==> config.mk <==
export PLATFORM = sky130hd
export DESIGN_NAME = reset_sequencer_flat
export DESIGN_NICKNAME = d
export VERILOG_FILES = /design/src/rtl/reset_sequencer_if.sv /design/src/rtl/reset_sequencer.sv /design/src/flat_wrapper.sv
export SDC_FILE = /design/constraint.sdc
export NUM_CORES = 1
export LEC_CHECK = 0
export CORE_ASPECT_RATIO = 0.75
export CORE_UTILIZATION = 51
export DETAILED_ROUTE_END_ITERATION = 12
export PLACE_DENSITY = 0.82
export SLEW_MARGIN = 10
export SYNTH_ARGS = -nofsm -noshare
export SYNTH_HDL_FRONTEND = slang
export SYNTH_SLANG_ARGS = --single-unit
==> constraint.sdc <==
create_clock -name sys_clk_in -period 2.1 [get_ports sys_clk_in]
set_clock_uncertainty 0.05 [all_clocks]
set_input_delay 0.42 -clock sys_clk_in [delete_from_list [all_inputs] [get_ports sys_clk_in]]
set_output_delay 0.42 -clock sys_clk_in [all_outputs]
set_load 0.01 [all_outputs]
==> src/rtl/reset_sequencer_if.sv <==
// reset_sequencer_if: control/status bundle between the reset sequencer and its subsystems
//   soft_rst_req_in  restart request pulse, into the sequencer
//   stage_done_in    per-stage init-done levels, into the sequencer
//   stage_rst_out    per-stage active-high resets, from the sequencer
//   sys_ready_out    all stages up, from the sequencer
//   seq_error_out    sticky error, from the sequencer
//   seq_state_out    FSM state code, from the sequencer
interface reset_sequencer_if #(parameter int NUM_STAGES = 3);
    logic                  soft_rst_req_in;
    logic [NUM_STAGES-1:0] stage_done_in;
    logic [NUM_STAGES-1:0] stage_rst_out;
    logic                  sys_ready_out;
    logic                  seq_error_out;
    logic [2:0]            seq_state_out;
    modport master (
        output soft_rst_req_in, stage_done_in,
        input  stage_rst_out, sys_ready_out, seq_error_out, seq_state_out
    );
    modport slave (
        input  soft_rst_req_in, stage_done_in,
        output stage_rst_out, sys_ready_out, seq_error_out, seq_state_out
    );
endinterface

==> src/rtl/reset_sequencer.sv <==
// reset_sequencer: releases per-subsystem resets in order, each gated by the previous stage's done
//   sys_clk_in    system clock
//   sys_rst_n_in  async active-low reset, released through a 2-FF synchronizer
//   bus           reset_sequencer_if.slave: soft restart, stage done in; resets, ready, error, state out
module reset_sequencer #(
    parameter int NUM_STAGES     = 3,
    parameter int HOLD_CYCLES    = 16,
    parameter int STAGE_GAP      = 8,
    parameter int TIMEOUT_CYCLES = 1024
) (
    input logic              sys_clk_in,
    input logic              sys_rst_n_in,
    reset_sequencer_if.slave bus
);
    localparam logic [2:0] HOLD = 3'd0, WAIT_DONE = 3'd1, GAP = 3'd2, READY = 3'd3, ERROR = 3'd4;
    localparam int MAXC = TIMEOUT_CYCLES > HOLD_CYCLES
        ? (TIMEOUT_CYCLES > STAGE_GAP ? TIMEOUT_CYCLES : STAGE_GAP)
        : (HOLD_CYCLES > STAGE_GAP ? HOLD_CYCLES : STAGE_GAP);
    localparam int CW = $clog2(MAXC + 1);
    localparam int KW = NUM_STAGES > 1 ? $clog2(NUM_STAGES) : 1;
    logic [1:0]            sync_q;
    logic [2:0]            state_q, state_d;
    logic [KW-1:0]         k_q, k_d;
    logic [CW-1:0]         cnt_q, cnt_d, cnt_inc;
    logic [NUM_STAGES-1:0] rel, stage_rst_q, stage_rst_d;
    logic                  ready_q, ready_d, error_q, error_d, restart;
    always_ff @(posedge sys_clk_in or negedge sys_rst_n_in)
        if (!sys_rst_n_in) sync_q <= '0;
        else sync_q <= {sync_q[0], 1'b1};
    // Until the synchronizer releases, the FSM is held exactly as a soft restart would hold it.
    assign restart = bus.soft_rst_req_in || !sync_q[1];
    always_comb begin
        cnt_inc = &cnt_q ? cnt_q : cnt_q + CW'(1);
        for (int i = 0; i < NUM_STAGES; i++) rel[i] = i <= int'(k_q);
        state_d = state_q;
        k_d     = k_q;
        if (restart) begin
            state_d = HOLD;
            k_d     = '0;
        end else case (state_q)
            HOLD: if (cnt_q == CW'(HOLD_CYCLES - 1)) begin
                state_d = WAIT_DONE;
                k_d     = '0;
            end
            WAIT_DONE:
                if (bus.stage_done_in[k_q]) state_d = int'(k_q) == NUM_STAGES - 1 ? READY : GAP;
                else if (cnt_q == CW'(TIMEOUT_CYCLES - 1)) state_d = ERROR;
            GAP:
                if ((bus.stage_done_in & rel) != rel) state_d = ERROR;
                else if (cnt_q == CW'(STAGE_GAP - 1)) begin
                    state_d = WAIT_DONE;
                    k_d     = k_q + KW'(1);
                end
            READY: if (!(&bus.stage_done_in)) state_d = ERROR;
            default: state_d = ERROR;
        endcase
        cnt_d = (restart || state_d != state_q) ? '0 : cnt_inc;
    end
    // Outputs are computed from the next state so the registered copies change on the entry edge.
    always_comb begin
        for (int i = 0; i < NUM_STAGES; i++)
            stage_rst_d[i] = (state_d == WAIT_DONE || state_d == GAP) ? i > int'(k_d) : state_d != READY;
        ready_d = state_d == READY;
        error_d = state_d == ERROR;
    end
    always_ff @(posedge sys_clk_in or negedge sys_rst_n_in)
        if (!sys_rst_n_in) begin
            state_q     <= HOLD;
            k_q         <= '0;
            cnt_q       <= '0;
            stage_rst_q <= '1;
            ready_q     <= 1'b0;
            error_q     <= 1'b0;
        end else begin
            state_q     <= state_d;
            k_q         <= k_d;
            cnt_q       <= cnt_d;
            stage_rst_q <= stage_rst_d;
            ready_q     <= ready_d;
            error_q     <= error_d;
        end
    assign bus.stage_rst_out = stage_rst_q;
    assign bus.sys_ready_out = ready_q;
    assign bus.seq_error_out = error_q;
    assign bus.seq_state_out = state_q;
endmodule
==> src/flat_wrapper.sv <==
// flat-port wrapper written by rule: the top's interface ports become plain ports
module reset_sequencer_flat 
#(
    parameter int NUM_STAGES     = 3,
    parameter int HOLD_CYCLES    = 16,
    parameter int STAGE_GAP      = 8,
    parameter int TIMEOUT_CYCLES = 1024
)
  (sys_clk_in, sys_rst_n_in, bus_soft_rst_req_in, bus_stage_done_in, bus_stage_rst_out, bus_sys_ready_out, bus_seq_error_out, bus_seq_state_out);
  reset_sequencer_if #(.NUM_STAGES(NUM_STAGES)) bus_i ();
  input logic sys_clk_in;
  input logic sys_rst_n_in;
  input wire logic [$bits(bus_i.soft_rst_req_in)-1:0] bus_soft_rst_req_in;
  input wire logic [$bits(bus_i.stage_done_in)-1:0] bus_stage_done_in;
  output wire logic [$bits(bus_i.stage_rst_out)-1:0] bus_stage_rst_out;
  output wire logic [$bits(bus_i.sys_ready_out)-1:0] bus_sys_ready_out;
  output wire logic [$bits(bus_i.seq_error_out)-1:0] bus_seq_error_out;
  output wire logic [$bits(bus_i.seq_state_out)-1:0] bus_seq_state_out;
  assign bus_i.soft_rst_req_in = bus_soft_rst_req_in;
  assign bus_i.stage_done_in = bus_stage_done_in;
  assign bus_stage_rst_out = bus_i.stage_rst_out;
  assign bus_sys_ready_out = bus_i.sys_ready_out;
  assign bus_seq_error_out = bus_i.seq_error_out;
  assign bus_seq_state_out = bus_i.seq_state_out;
  reset_sequencer #(.NUM_STAGES(NUM_STAGES), .HOLD_CYCLES(HOLD_CYCLES), .STAGE_GAP(STAGE_GAP), .TIMEOUT_CYCLES(TIMEOUT_CYCLES)) u_core (.sys_clk_in(sys_clk_in), .sys_rst_n_in(sys_rst_n_in), .bus(bus_i));
endmodule
==> impl_metrics.tcl, run 1 <==
set metrics [dict create \
    synth_top_cell_area_share_pct 33.96 \
    setup_slack_ns -0.2410 \
    vias_per_cell 6.756 \
    rows 16 \
    ir_drop_uv 397.4 \
    io_pins 14 \
    reg2reg_slack_ns -0.24 \
    cts.sinks 23 \
    grt_pass1_vias 1553 \
    synth_top_area_cell "dfrtp_1" \
    rsz0062_at_grt "yes" \
    grt_max_degree 24 \
    relSlewSlack_pct 63.99 \
    cts.path.max_buffers 2 \
    hp-class "reg2reg" \
    period_needed_ns 2.341 \
    drtAntennaViolNets 0 \
    synthArstFlopShare_pct 100.0 \
    status "finished with violations" \
    coreArea_um2 2683 \
    antenna_cells 0 \
    path_class "reg2reg" \
    drt_wl_total_mm 5.833 \
    power_density_nw_per_um2 362.4 \
    synthTopCellsByArea "dfrtp_1 34%, nor3_2 5.4%, dfstp_2 5.3%, nand2_1 5.3%, xor2_1 3.0%" \
    crit_family "simple AND/OR/NAND/NOR gates" \
    met1_usage_pct 46.13 \
    grt.overflow.total 0 \
    antenna_found_initial 0 \
    busiest_layer "met2" \
    syn_nets 157 \
    slowest_stage "nor4_1" \
    die_h_um 48.56 \
    syn_avg_cell_area_um2 9.959 \
    setup_viol 14 \
    timing.setup.tns_ns -1.987 \
    cts.hold.buffers_added 0 \
    htreeDepth 1 \
    gr-usage-met3_pct 10.14 \
    syn_inst 148 \
    cp_num_buf_inv 0 \
    drive_above_1_share_pct 46.12 \
    wl_per_cell_um 24.10 \
    cp_max_fo 5 \
    post-dp-hpwl_mm 3.073 \
    synthDistinctLibCells 49 \
    power_uw 807.7 \
    synth-seq-area-share_pct 39.30 \
    ys_ff_latch 23 \
    worstPathRequired_ns 2.24 \
    violations "negative setup slack" \
    drc 0 \
    finalHoldViolCount 0 \
    worst_pin_slew_ns 0.5352 \
    die_area_um2 3111 \
    initial_utilization_pct 54.94 \
    power.leakage_uw 0.0009468 \
    critical_path.most_common_cell "and4_1" \
    synthFlopType "dfrtp_1" \
    grt.met2_usage_pct 57.98 \
    critPathCaptureType "flip-flop" \
    grt_pass1_wl_mm 8.273 \
    cap_viol_max_count 0 \
    synth_common_cells "21 x nand2_1, 20 x dfrtp_1, 8 x nor3_2" \
    die_w_um 64.08 \
    portBuffers 13 \
    drtPass1Iterations 5 \
    cts_tree "yes" \
    cts-root-buf "clkbuf_8" \
    worstPathCellList "ha_4 > and4_1 > and4_1 > nor4_1 > xor2_1 > nand2_1 > nor3_2" \
    place.gp.congestion 0.9266 \
    max_freq_mhz 427.2 \
    area_growth_pct 51.19 \
    finish.net_count 216 \
    post-synth-top-count-cell "nand2_1" \
    netlist_area_um2 1474 \
    clk_pin_slew_ns 0.09 \
    synth_edf_count 0 \
    worstPathArrival_ns 2.48 \
    drtIter0Drc 305 \
    track_usage_pct 36.15 \
    vias 1635 \
    cts_buffers 3 \
    start_kind "flip-flop" \
    max_stage_delay_ns 0.52 \
    fin_crit_sh_pct 111.5 \
    yosysWarnings 0 \
    clkLatencyLatePin_ns 0.27 \
    slew_viol_final 0 \
]
## cells by family (layout without fill, tap and decap cells)
logic type / after synthesis / count (layout) / share of synthesized area, %
simple gates: 76 / 76 / 34.21
flops: 23 / 23 / 39.30
compound gates: 21 / 21 / 11.12
buf+inv: 11 / 69 / 3.989
xor+xnor: 9 / 9 / 5.858
mux: 4 / 4 / 2.717
fa+ha+maj: 3 / 3 / 2.547
other cells: 1 / 1 / 0.2544
## worst register-to-register path, delay by kind of cell (launching register included)
kind,cells,cell delay [ns]
and+or+nand+nor,5,1.34
xor gates and xnor gates,1,0.26
DFF,1,0.43
adders and majority gates,1,0.20
## metrics by stage
stage | cells | area, um^2 | hold WS, ns | utilization [%] | setup slack, ns
after floorplan | 148 | 1478 | 0.07441 | - | 0.04591
after global placement | 228 | 1903 | 0.2849 | 70.94 | -0.4263
after detailed placement | 228 | 1903 | 0.2970 | 70.94 | -0.5417
after CTS | 242 | 2165 | 0.3168 | 80.69 | -0.07515
after global routing | 242 | 2228 | 0.3316 | 83.07 | -0.3018
final | 242 | 2228 | 0.3124 | 83.07 | -0.2410
## registers in the layout, indices dropped and copies added, names as in the netlist
register	flops
u_core.bus.sys_ready_out	1
u_core.cnt_q	11
u_core.k_q	2
u_core.sync_q	2
u_core.bus.seq_state_out	3
u_core.bus.seq_error_out	1
u_core.bus.stage_rst_out	3
## path summary, 6_finish.rpt
path                                        from                     endpoint  cells past startpoint
worst max-delay path             u_core.cnt_q[0]              u_core.cnt_q[7]                      7
worst min-delay path            u_core.sync_q[0]             u_core.sync_q[1]                      0
worst max register to register   u_core.cnt_q[0]              u_core.cnt_q[7]                      7
worst min register to register  u_core.sync_q[0]             u_core.sync_q[1]                      0
max in group asynchronous           sys_rst_n_in  u_core.bus.stage_rst_out[1]                      2
min in group asynchronous           sys_rst_n_in  u_core.bus.seq_state_out[2]                      2
## where the power goes
part | internal [uW] | switching, uW
logic | 28.5 | 41.3
registers | 446 | 3.36
clock network | 135 | 153
## what timing repair did
action,in CTS,in global routing
buffers inserted,10,2
resized for setup,26,16
hold endpoints to repair,0,0
setup endpoints to repair,12,16
pin swaps,7,8
cloned,1,0
## routing by layer
layer	vias to the layer above	routed length (um)
met1	766	2229
met2	162	2542
li1	652	-
met4	0	416
met3	55	644
met5	-	0
## cells in the final DEF, fill, tap and decap left out, types with 2 or more instances in the layout
| cell | count |
|---|---|
| dfstp_2 | 3 |
| and4_1 | 3 |
| dfrtp_2 | 4 |
| mux2i_1 | 3 |
| inv_1 | 3 |
| nor3_2 | 9 |
| buf_6 | 3 |
| inv_2 | 2 |
| dfrtp_1 | 16 |
| dlygate4sd2_1 | 3 |
| a21oi_2 | 3 |
| ha_4 | 3 |
| o21ai_0 | 4 |
| xor2_1 | 5 |
| nand2b_1 | 4 |
| nor2_1 | 7 |
| nor4_1 | 4 |
| nand3_1 | 4 |
| nand4_1 | 4 |
| xnor2_1 | 3 |
| clkdlybuf4s50_1 | 10 |
| buf_4 | 41 |
| clkbuf_8 | 3 |
| buf_12 | 2 |
| nand2_1 | 21 |
## cell type report
type | instances | area, um^2
clock buffers | 3 | 41.29
clock inverters | 1 | 7.507
fillers | 134 | 454.2
inverters | 5 | 18.77
multi-input cells | 114 | 998.5
flip-flops and latches | 23 | 584.3
well taps | 36 | 45.04
repair buffers | 60 | 533.0
Note: power is estimated with default switching activity, not from simulation.
==> inputs of run 2 (changes only) <==
--- a/config.mk
+++ b/config.mk
@@ -6,9 +6,10 @@
 export NUM_CORES = 1
 export LEC_CHECK = 0
 export CORE_ASPECT_RATIO = 0.75
-export CORE_UTILIZATION = 51
+export CORE_UTILIZATION = 30
+export CTS_CLUSTER_DIAMETER = 30
 export DETAILED_ROUTE_END_ITERATION = 12
-export PLACE_DENSITY = 0.82
+export PLACE_DENSITY = 0.56
 export SLEW_MARGIN = 10
 export SYNTH_ARGS = -nofsm -noshare
 export SYNTH_HDL_FRONTEND = slang
==> run 2 against run 1 <==
Against the previous run:
- total power rose by 0.67%
- worst setup slack improved by 0.21 ns
- design area fell by 2.3%
- first-iteration DRC count fell by 47%
- hold slack got worse by 0.0032 ns
- the flow still finishes with violations (negative setup slack)
- combinational power fell by 5.9%
- clock power rose by 3%
- via count fell by 19%
- non-clock buffer count fell by 2
- critical endpoint is now u_core.cnt_q[1]
==> impl_metrics.tcl, run 2 (synthesized netlist as in run 1, its figures left out) <==
set metrics [dict create \
    status "finished with violations" \
    violations "negative setup slack" \
    drtIter0Drc 163 \
    fin_crit_sh_pct 101.3 \
    cts.sinks 23 \
    min_path_cells 0 \
    htreeDepth 1 \
    drive_above_1_share_pct 43.14 \
    antenna_cells 0 \
    rsz0062_at_grt "yes" \
    grt.overflow.total 0 \
    grt_pass1_wl_mm 6.637 \
    cap_viol_max_count 0 \
    coreArea_um2 4598 \
    cts.path.max_buffers 2 \
    power_uw 813.1 \
    power_density_nw_per_um2 373.5 \
    cp_max_fo 11 \
    antenna_found_initial 0 \
    grt_max_degree 24 \
    stdcell_count 261 \
    mostFrequentLayoutCell "buf_4" \
    start_kind "flip-flop" \
    drt_wl_total_mm 3.937 \
    finish.net_count 214 \
    area_growth_pct 47.71 \
    vias 1332 \
    cts_tree "yes" \
    cts-root-buf "clkbuf_8" \
    path_class "reg2reg" \
    slew_viol_final 0 \
    dp_cells 249 \
    max_freq_mhz 470.1 \
    io_pins 14 \
    worstPathArrival_ns 2.26 \
    clkLatencyLatePin_ns 0.27 \
    drc 0 \
    place.gp.congestion 0.8239 \
    post-dp-hpwl_mm 2.806 \
    power.leakage_uw 0.0009715 \
    regMostFlops "u_core.cnt_q" \
    period_needed_ns 2.127 \
    final_cell_mix "42 x buf_4, 21 x nand2_1, 17 x dfrtp_1" \
    initial_utilization_pct 32.05 \
    wl_per_cell_um 15.08 \
    largest_reg_flops 11 \
    worstPathRequired_ns 2.24 \
    clk_pin_slew_ns 0.09 \
    ff2ff_path_depth 9 \
    portBuffers 13 \
    cts_buffers 3 \
    hp-class "reg2reg" \
    critPathCaptureType "flip-flop" \
    vias_per_cell 5.103 \
    drtPass1Iterations 4 \
    die_w_um 82.94 \
    die_area_um2 5200 \
    setup_viol 1 \
    grt_pass1_vias 1382 \
    setup_slack_ns -0.02741 \
    rows 21 \
    ir_drop_uv 186.5 \
    finalHoldViolCount 0 \
    track_usage_pct 16.05 \
    die_h_um 62.70 \
    drtAntennaViolNets 0 \
]
[run 2: cell count changes in the layout (fill, tap and decap cells not counted), moves of 2 or more]
cell            previous run  this run
dlygate4sd2_1              3         1
a21oi_1                    0         2
a21oi_2                    3         1
dlymetal6s2s_1             0         2
[run 2: metrics by stage]
stage | setup WS, ns | hold slack [ns] | TNS (ns) | utilization, % | instance area [um^2]
after floorplan | 0.04591 | 0.07441 | 0 | - | 1478
after global placement | -0.4184 | 0.2844 | -4.461 | 41.96 | 1929
after detailed placement | -0.5221 | 0.2894 | -5.250 | 41.96 | 1929
after CTS | -0.03611 | 0.3114 | -0.03611 | 46.48 | 2137
after global routing | -0.1315 | 0.3318 | -1.054 | 47.35 | 2177
final | -0.02741 | 0.3092 | -0.02741 | 47.35 | 2177
[run 2: area by class of cell]
cell class	instances	area [um^2]
fillers	405	2421
well taps	57	71.32
flip-flops and latches	23	583.1
inverters	5	21.27
multi-input cells	114	960.9
clock buffers	3	41.29
repair buffers	58	491.7
clock inverters	1	7.507
[run 2: worst paths after layout]
path,slack (ns),start,end
max,-0.03,u_core.k_q[0],u_core.cnt_q[1]
min,0.31,u_core.sync_q[0],u_core.sync_q[1]
max reg2reg,-0.03,u_core.k_q[0],u_core.cnt_q[1]
min reg2reg,0.31,u_core.sync_q[0],u_core.sync_q[1]
max in group asynchronous,1.25,sys_rst_n_in,u_core.bus.stage_rst_out[0]
min in group asynchronous,0.45,sys_rst_n_in,u_core.cnt_q[5]
[run 2: critical path, cell delays in order (launching register included)]
cell	delay, ns
dfrtp_2	0.42
inv_4	0.06
ha_4	0.16
o21ba_4	0.20
nor4_4	0.21
nand4_4	0.15
a41oi_4	0.25
xor2_2	0.12
buf_12	0.16
nor4b_4	0.26
[run 2: power breakdown]
| group | internal [uW] | total [uW] | switching (uW) |
|---|---|---|---|
| combinational | 30.2 | 65.8 | 35.6 |
| sequential | 447 | 449 | 2.74 |
| clock | 135 | 298 | 163 |
[run 2: repair_timing]
item / CTS / global route
gates resized for setup: 25 / 9
endpoints found under the setup margin: 12 / 15
pin swaps: 6 / 1
setup buffers: 8 / 1
hold buffers: 0 / 0
[run 2: layer usage]
metal  wire length (um)  GRT usage, %  vias to the layer above
met1               1960         22.21                      640
li1                   -             -                      650
met3                213         3.567                        2
met2               1729         25.51                       40
met5                  0             0                        -
met4                 34         3.879                        0
==> inputs of run 3 (changes only) <==
--- a/config.mk
+++ b/config.mk
@@ -10,6 +10,7 @@
 export CTS_CLUSTER_DIAMETER = 30
 export DETAILED_ROUTE_END_ITERATION = 12
 export PLACE_DENSITY = 0.56
+export REMOVE_ABC_BUFFERS = 1
 export SLEW_MARGIN = 10
 export SYNTH_ARGS = -nofsm -noshare
 export SYNTH_HDL_FRONTEND = slang
==> run 3 against run 2 <==
Against the previous run:
- core utilization is 2.8 points higher
- design area is 5.9% higher
- critical endpoint is now u_core.bus.stage_rst_out[1]
- the flow still finishes with violations (negative setup slack)
- sequential cell count stayed put
- final cell count rose by 2.7%
- clock-buffer cell count is the same
- maximum frequency is 3.3% lower
- hold slack got worse by 0.0033 ns
==> impl_metrics.tcl, run 3 (synthesized netlist as in run 1, its figures left out) <==
set metrics [dict create \
    fin_crit_sh_pct 104.7 \
    grt_max_degree 24 \
    status "finished with violations" \
    die_h_um 62.70 \
    setup_viol 12 \
    grt_pass1_wl_mm 6.955 \
    clkLatencyLatePin_ns 0.27 \
    htreeDepth 1 \
    finish.net_count 221 \
    cap_viol_max_count 0 \
    vias 1407 \
    critPathCaptureType "flip-flop" \
    portBuffers 13 \
    grt.overflow.total 0 \
    cts_tree "yes" \
    antenna_cells 0 \
    drtAntennaViolNets 0 \
    vias_per_cell 5.250 \
    setup_slack_ns -0.09960 \
    cts.sinks 23 \
    drc 0 \
    final_cell_mix "48 x buf_4, 21 x nand2_1, 18 x dfrtp_1" \
    cts.path.max_buffers 2 \
    start_kind "flip-flop" \
    post-place-ws_ns -0.5539 \
    die_w_um 82.94 \
    wl_per_cell_um 15.74 \
    violations "negative setup slack" \
    mostFrequentLayoutCell "buf_4" \
    area_growth_pct 56.45 \
    track_usage_pct 16.56 \
    finalHoldViolCount 0 \
    antenna_found_initial 0 \
    io_pins 14 \
    drive_above_1_share_pct 45.02 \
    coreArea_um2 4598 \
    path_class "reg2reg" \
    die_area_um2 5200 \
    rsz0062_at_grt "yes" \
    place.gp.congestion 0.9776 \
    cts_buffers 3 \
    post-dp-hpwl_mm 2.982 \
    regMostFlops "u_core.cnt_q" \
    period_needed_ns 2.200 \
    largest_reg_flops 11 \
    power_density_nw_per_um2 348.2 \
    slew_viol_final 0 \
    cts.hold.buffers_added 0 \
    cp_max_fo 4 \
    power.leakage_uw 0.0009629 \
    hp-class "reg2reg" \
    clk_pin_slew_ns 0.09 \
    holdWs_ns 0.3059 \
    max_freq_mhz 454.6 \
    drtPass1Iterations 4 \
    rows 21 \
    worstPathArrival_ns 2.35 \
    initial_utilization_pct 32.05 \
    ir_drop_uv 302.6 \
    drt_wl_total_mm 4.218 \
    cts-root-buf "clkbuf_8" \
    grt_pass1_vias 1425 \
    worstPathRequired_ns 2.25 \
    drtIter0Drc 103 \
]
[run 3: metal layers]
layer	vias to the layer above	wire (um)	global-route usage (%)	share of wire, %
met1	697	2035	23.51	48
met5	-	0	0	0
met4	0	42	2.586	1.0
met2	42	1979	27.25	47
li1	662	-	-	-
met3	6	161	2.378	3.8
[run 3: path summary, 6_finish.rpt]
kind                             startpoint                          end  slack, ns  cells after the start
setup / recovery              u_core.k_q[1]  u_core.bus.stage_rst_out[1]       -0.1                      9
hold / removal             u_core.sync_q[0]             u_core.sync_q[1]       0.31                      0
setup reg to reg              u_core.k_q[1]  u_core.bus.stage_rst_out[1]       -0.1                      9
hold reg to reg            u_core.sync_q[0]             u_core.sync_q[1]       0.31                      0
max in group asynchronous      sys_rst_n_in  u_core.bus.stage_rst_out[0]       1.26                      2
min in group asynchronous      sys_rst_n_in              u_core.cnt_q[0]       0.45                      2
[run 3: timing repair]
item | in CTS | in global routing
buffers inserted | 1 | 9
cloned | 0 | 1
pin swaps | 9 | 15
endpoints found under the setup margin | 13 | 14
gates resized for setup | 24 | 19
[run 3: per-stage QoR]
stage                     utilization [%]  power, uW   TNS (ns)  std cells  instance area (um^2)
after floorplan                         -      474.9     -4.310        142                  1434
after global placement              42.53      509.5     -5.454        253                  1956
after detailed placement            42.53      511.8     -6.839        253                  1956
after CTS                           45.69      808.3  -0.009818        258                  2101
after global routing                50.15      840.2     -1.680        268                  2306
final                               50.15      803.0    -0.8725        268                  2306
[run 3: critical path: stages, from the launching register on]
cell and delay, ns:
dfrtp_2 0.46, ha_4 0.18, o21ba_4 0.20, nor4_4 0.28
nand4_4 0.15, a41oi_4 0.27, buf_4 0.16, buf_6 0.09
and4bb_1 0.19, o22ai_1 0.09
[run 3: final cells by class]
type | count | area [um^2]
fill | 386 | 2292
multi-input combinational | 114 | 1031
sequential | 23 | 581.8
timing repair buffer | 65 | 554.3
tap | 57 | 71.32
clock buffer | 3 | 41.29
inverter | 5 | 18.77
clock inverter | 1 | 7.507
[run 3: report_power, final]
| part | switching [uW] | internal [uW] | total [uW] |
|---|---|---|---|
| sequential | 2.63 | 446 | 449 |
| combinational | 36.8 | 26.7 | 63.6 |
| clock | 156 | 134 | 290 |
==> variant (settings of run 3) <==
`TIMEOUT_CYCLES` is set to 1024 in 2 places; all go to 4096.
--- a/src/rtl/reset_sequencer.sv
+++ b/src/rtl/reset_sequencer.sv
@@ -7,5 +7,5 @@
     parameter int HOLD_CYCLES    = 16,
     parameter int STAGE_GAP      = 8,
-    parameter int TIMEOUT_CYCLES = 1024
+    parameter int TIMEOUT_CYCLES = 4096
 ) (
     input logic              sys_clk_in,
--- a/src/flat_wrapper.sv
+++ b/src/flat_wrapper.sv
@@ -5,5 +5,5 @@
     parameter int HOLD_CYCLES    = 16,
     parameter int STAGE_GAP      = 8,
-    parameter int TIMEOUT_CYCLES = 1024
+    parameter int TIMEOUT_CYCLES = 4096
 )
   (sys_clk_in, sys_rst_n_in, bus_soft_rst_req_in, bus_stage_done_in, bus_stage_rst_out, bus_sys_ready_out, bus_seq_error_out, bus_seq_state_out);
Behaviour: no difference found for any inputs over 10 cycles, from zero or initial values and one cycle with sys_rst_n_in low; that may be too few to reach the edited logic, so the function may still have changed.
==> variant against run 3 <==
- critical path depth is 2 lower
- critical endpoint is now u_core.cnt_q[9]
- highest routed layer unchanged
- critical path type is now in2reg
- sequential cell count is 2 higher
- routed wire length is 23% lower
- cell area is 21% lower
- power is 4.4% higher
- area after synthesis is 8.3% lower
- largest cell class unchanged
- setup slack better by 0.12 ns
- maximum frequency is 6.0% higher
- sequential power is 8.5% higher
==> variant: results (changes against run 3) <==
run_status:
  outcome: "finished, final reports clean"  # was finished with violations
synth:
  synthesis.yosys.warnings: 0  # unchanged
  ys_dominant_reg_cell: "dfrtp_1"  # unchanged
  mapped_avg_cell_area_um2: 10.01  # was 9.959 um^2
  seq_area_frac_synth_pct: 46.57  # was 39.30%
  synthTopCellsByCount: "dfrtp_1 (22), nor2_1 (19), nand3_1 (8)"  # was nand2_1 (21), dfrtp_1 (20), nor3_2 (8)
  synth_cell_types: 44  # was 49
  netlist_top_cells_area: "dfrtp_1 (41%), dfstp_2 (5.8%), nor2_1 (5.3%)"  # was dfrtp_1 (34%), nor3_2 (5.4%), dfstp_2 (5.3%)
  asyncSetResetFlopFracSynth_pct: 100.0  # unchanged
setup_path:
  timing.critical_path.fanout_max: 7  # was 4
  r2r-end: "u_core.cnt_q[9]"  # was u_core.bus.stage_rst_out[1]
  worstReg2RegStart: "u_core.cnt_q[1]"  # was u_core.k_q[1]
  reg2regPathDepth: 7  # was 9
  r2r_slack_ns: 0.06  # was -0.1 ns
  crit_arrival_ns: 2.19  # was 2.35 ns
global_route:
  grt_usage_pct: 15.43  # was 16.56%
  initial_antenna_violation_count: 0  # unchanged
  first_global_vias: 1187  # was 1425
  grt_max_degree: 26  # was 24
  global_route_wire_length_before_repair_um: 5602  # was 6955 um
clock_tree:
  cts.htree.levels: 1  # unchanged
  cts_buffers: 3  # unchanged
  cts.path.max_buffers: 2  # unchanged
  worst_skew_pair.late_latency_ns: 0.28
  root_buffer: "clkbuf_8"  # unchanged
  worst_setup_hold_path_clk_slew_ns: 0.10
power:
  p_leak_uw: 0.0007668  # was 0.0009629 uW
  peakVddDrop_mv: 0.2259  # was 0.3026 mV
cells_and_area:
  post_route_cells_drive_above_1_share_pct: 26.16  # was 45.02%
  max_flop_register: "u_core.cnt_q"  # unchanged
  antenna_cells_inserted: 0  # unchanged
  final_cells: 227  # was 268
  final_net_count: 182  # was 221
  fillCellCount: 403  # was 386
  largest_register_ff_count: 13  # was 11
route:
  via_per_inst: 5.110  # was 5.250
  dr.first_iter.drc_count: 91  # was 103
  drt_wl_total_um: 3238  # was 4218 um
  drt_pre_antenna_iters: 4  # unchanged
sta:
  final-setup-viol-count: 0  # was 12
hold_path:
  min-delay-path-class: "reg2reg"  # unchanged
  min_delay_path_depth: 0  # unchanged
  holdPathEnd: "u_core.sync_q[1]"  # unchanged
  worst_hold_startpoint: "u_core.sync_q[0]"  # unchanged
placed_design:
  port-buffer-count: 13  # unchanged
  dp_slack_ns: -0.3734  # was -0.5539 ns
  dp_cells: 220  # was 253
  finalWeightedCongestion: 0.7998  # was 0.9776
  post-dp-hpwl_um: 2172  # was 2982 um
variant: cell types whose count changed in the layout (fill, tap and decap cells not counted), sizes merged, moves of 4 or more:
cell   delta
and3      +4
nand3     +4
nor3      -7
buf      -29
nand2    -17
nor4      -4
nor2     +12
variant: final cells by class:
type,count,share of cell area (%)
multi-input cells,104,42.11
flip-flops and latches,25,34.38
repair buffers,35,16.27
well taps,55,3.759
clock buffers,3,2.256
inverters,4,0.8202
clock inverters,1,0.4101
variant: through the flow:
step	area, um^2	hold slack [ns]	utilization [%]
after floorplan	1328	0.07441	-
after global placement	1677	0.2874	40.12
after detailed placement	1677	0.2985	40.12
after CTS	1779	0.3223	42.57
after global routing	1831	0.3439	43.80
final	1831	0.3184	43.80
variant: cells by family after synthesis:
kind of cell / count (synthesis) / synth area share, %
compound gates: 22 / 12.13
xor+xnor: 10 / 6.481
fa+ha+maj: 3 / 2.778
buf+inv: 7 / 2.870
flops: 25 / 46.57
mux: 2 / 1.482
other cells: 1 / 0.2775
simple gates: 65 / 27.41
variant: critical path: stages:
cell and delay [ns]:
clkdlybuf4s50_1 0.44, mux2i_2 0.22, o21ai_2 0.09, or4_4 0.53, a21oi_4 0.18, nand4bb_4 0.22, nor2_1 0.07
variant: worst max path at each step:
stage / start / end / slack (ns)
2_1_floorplan: u_core.cnt_q[0] / u_core.cnt_q[3] / 0.07
3_3_place_gp: bus_stage_done_in[0] / u_core.cnt_q[3] / -0.32
3_5_place_dp: bus_stage_done_in[0] / u_core.cnt_q[3] / -0.37
4_1_cts: u_core.cnt_q[1] / u_core.cnt_q[3] / 0.01
5_1_grt: bus_stage_done_in[1] / u_core.cnt_q[0] / -0.02
6_report: bus_stage_done_in[1] / u_core.cnt_q[9] / 0.02
variant: report_power, final:
group | internal [uW] | leakage [uW] | total [uW] | switching (uW)
Sequential | 485 | 0.000333 | 487 | 1.74
Combinational | 26.1 | 0.000412 | 54.7 | 28.6
Clock | 135 | 0.0000217 | 297 | 162
Total | 646 | 0.000767 | 839 | 193
variant: repair_timing:
| item | in CTS | in global routing |
|---|---|---|
| gates resized for setup | 4 | 11 |
| hold endpoints to repair | 0 | 0 |
| hold buffers | 0 | 0 |
| setup endpoints to repair | 13 | 19 |
| cloned | 1 | 0 |
| pin swaps | 2 | 2 |
| buffers inserted | 1 | 1 |
variant: routing by layer:
metal  vias to the layer above  GRT usage (%)  wire length (um)
met5                         -              0                 0
met4                         0          7.273                58
met3                         5          2.137                94
met2                        19          24.18              1495
met1                       573          21.10              1589
li1                        563              -                 -
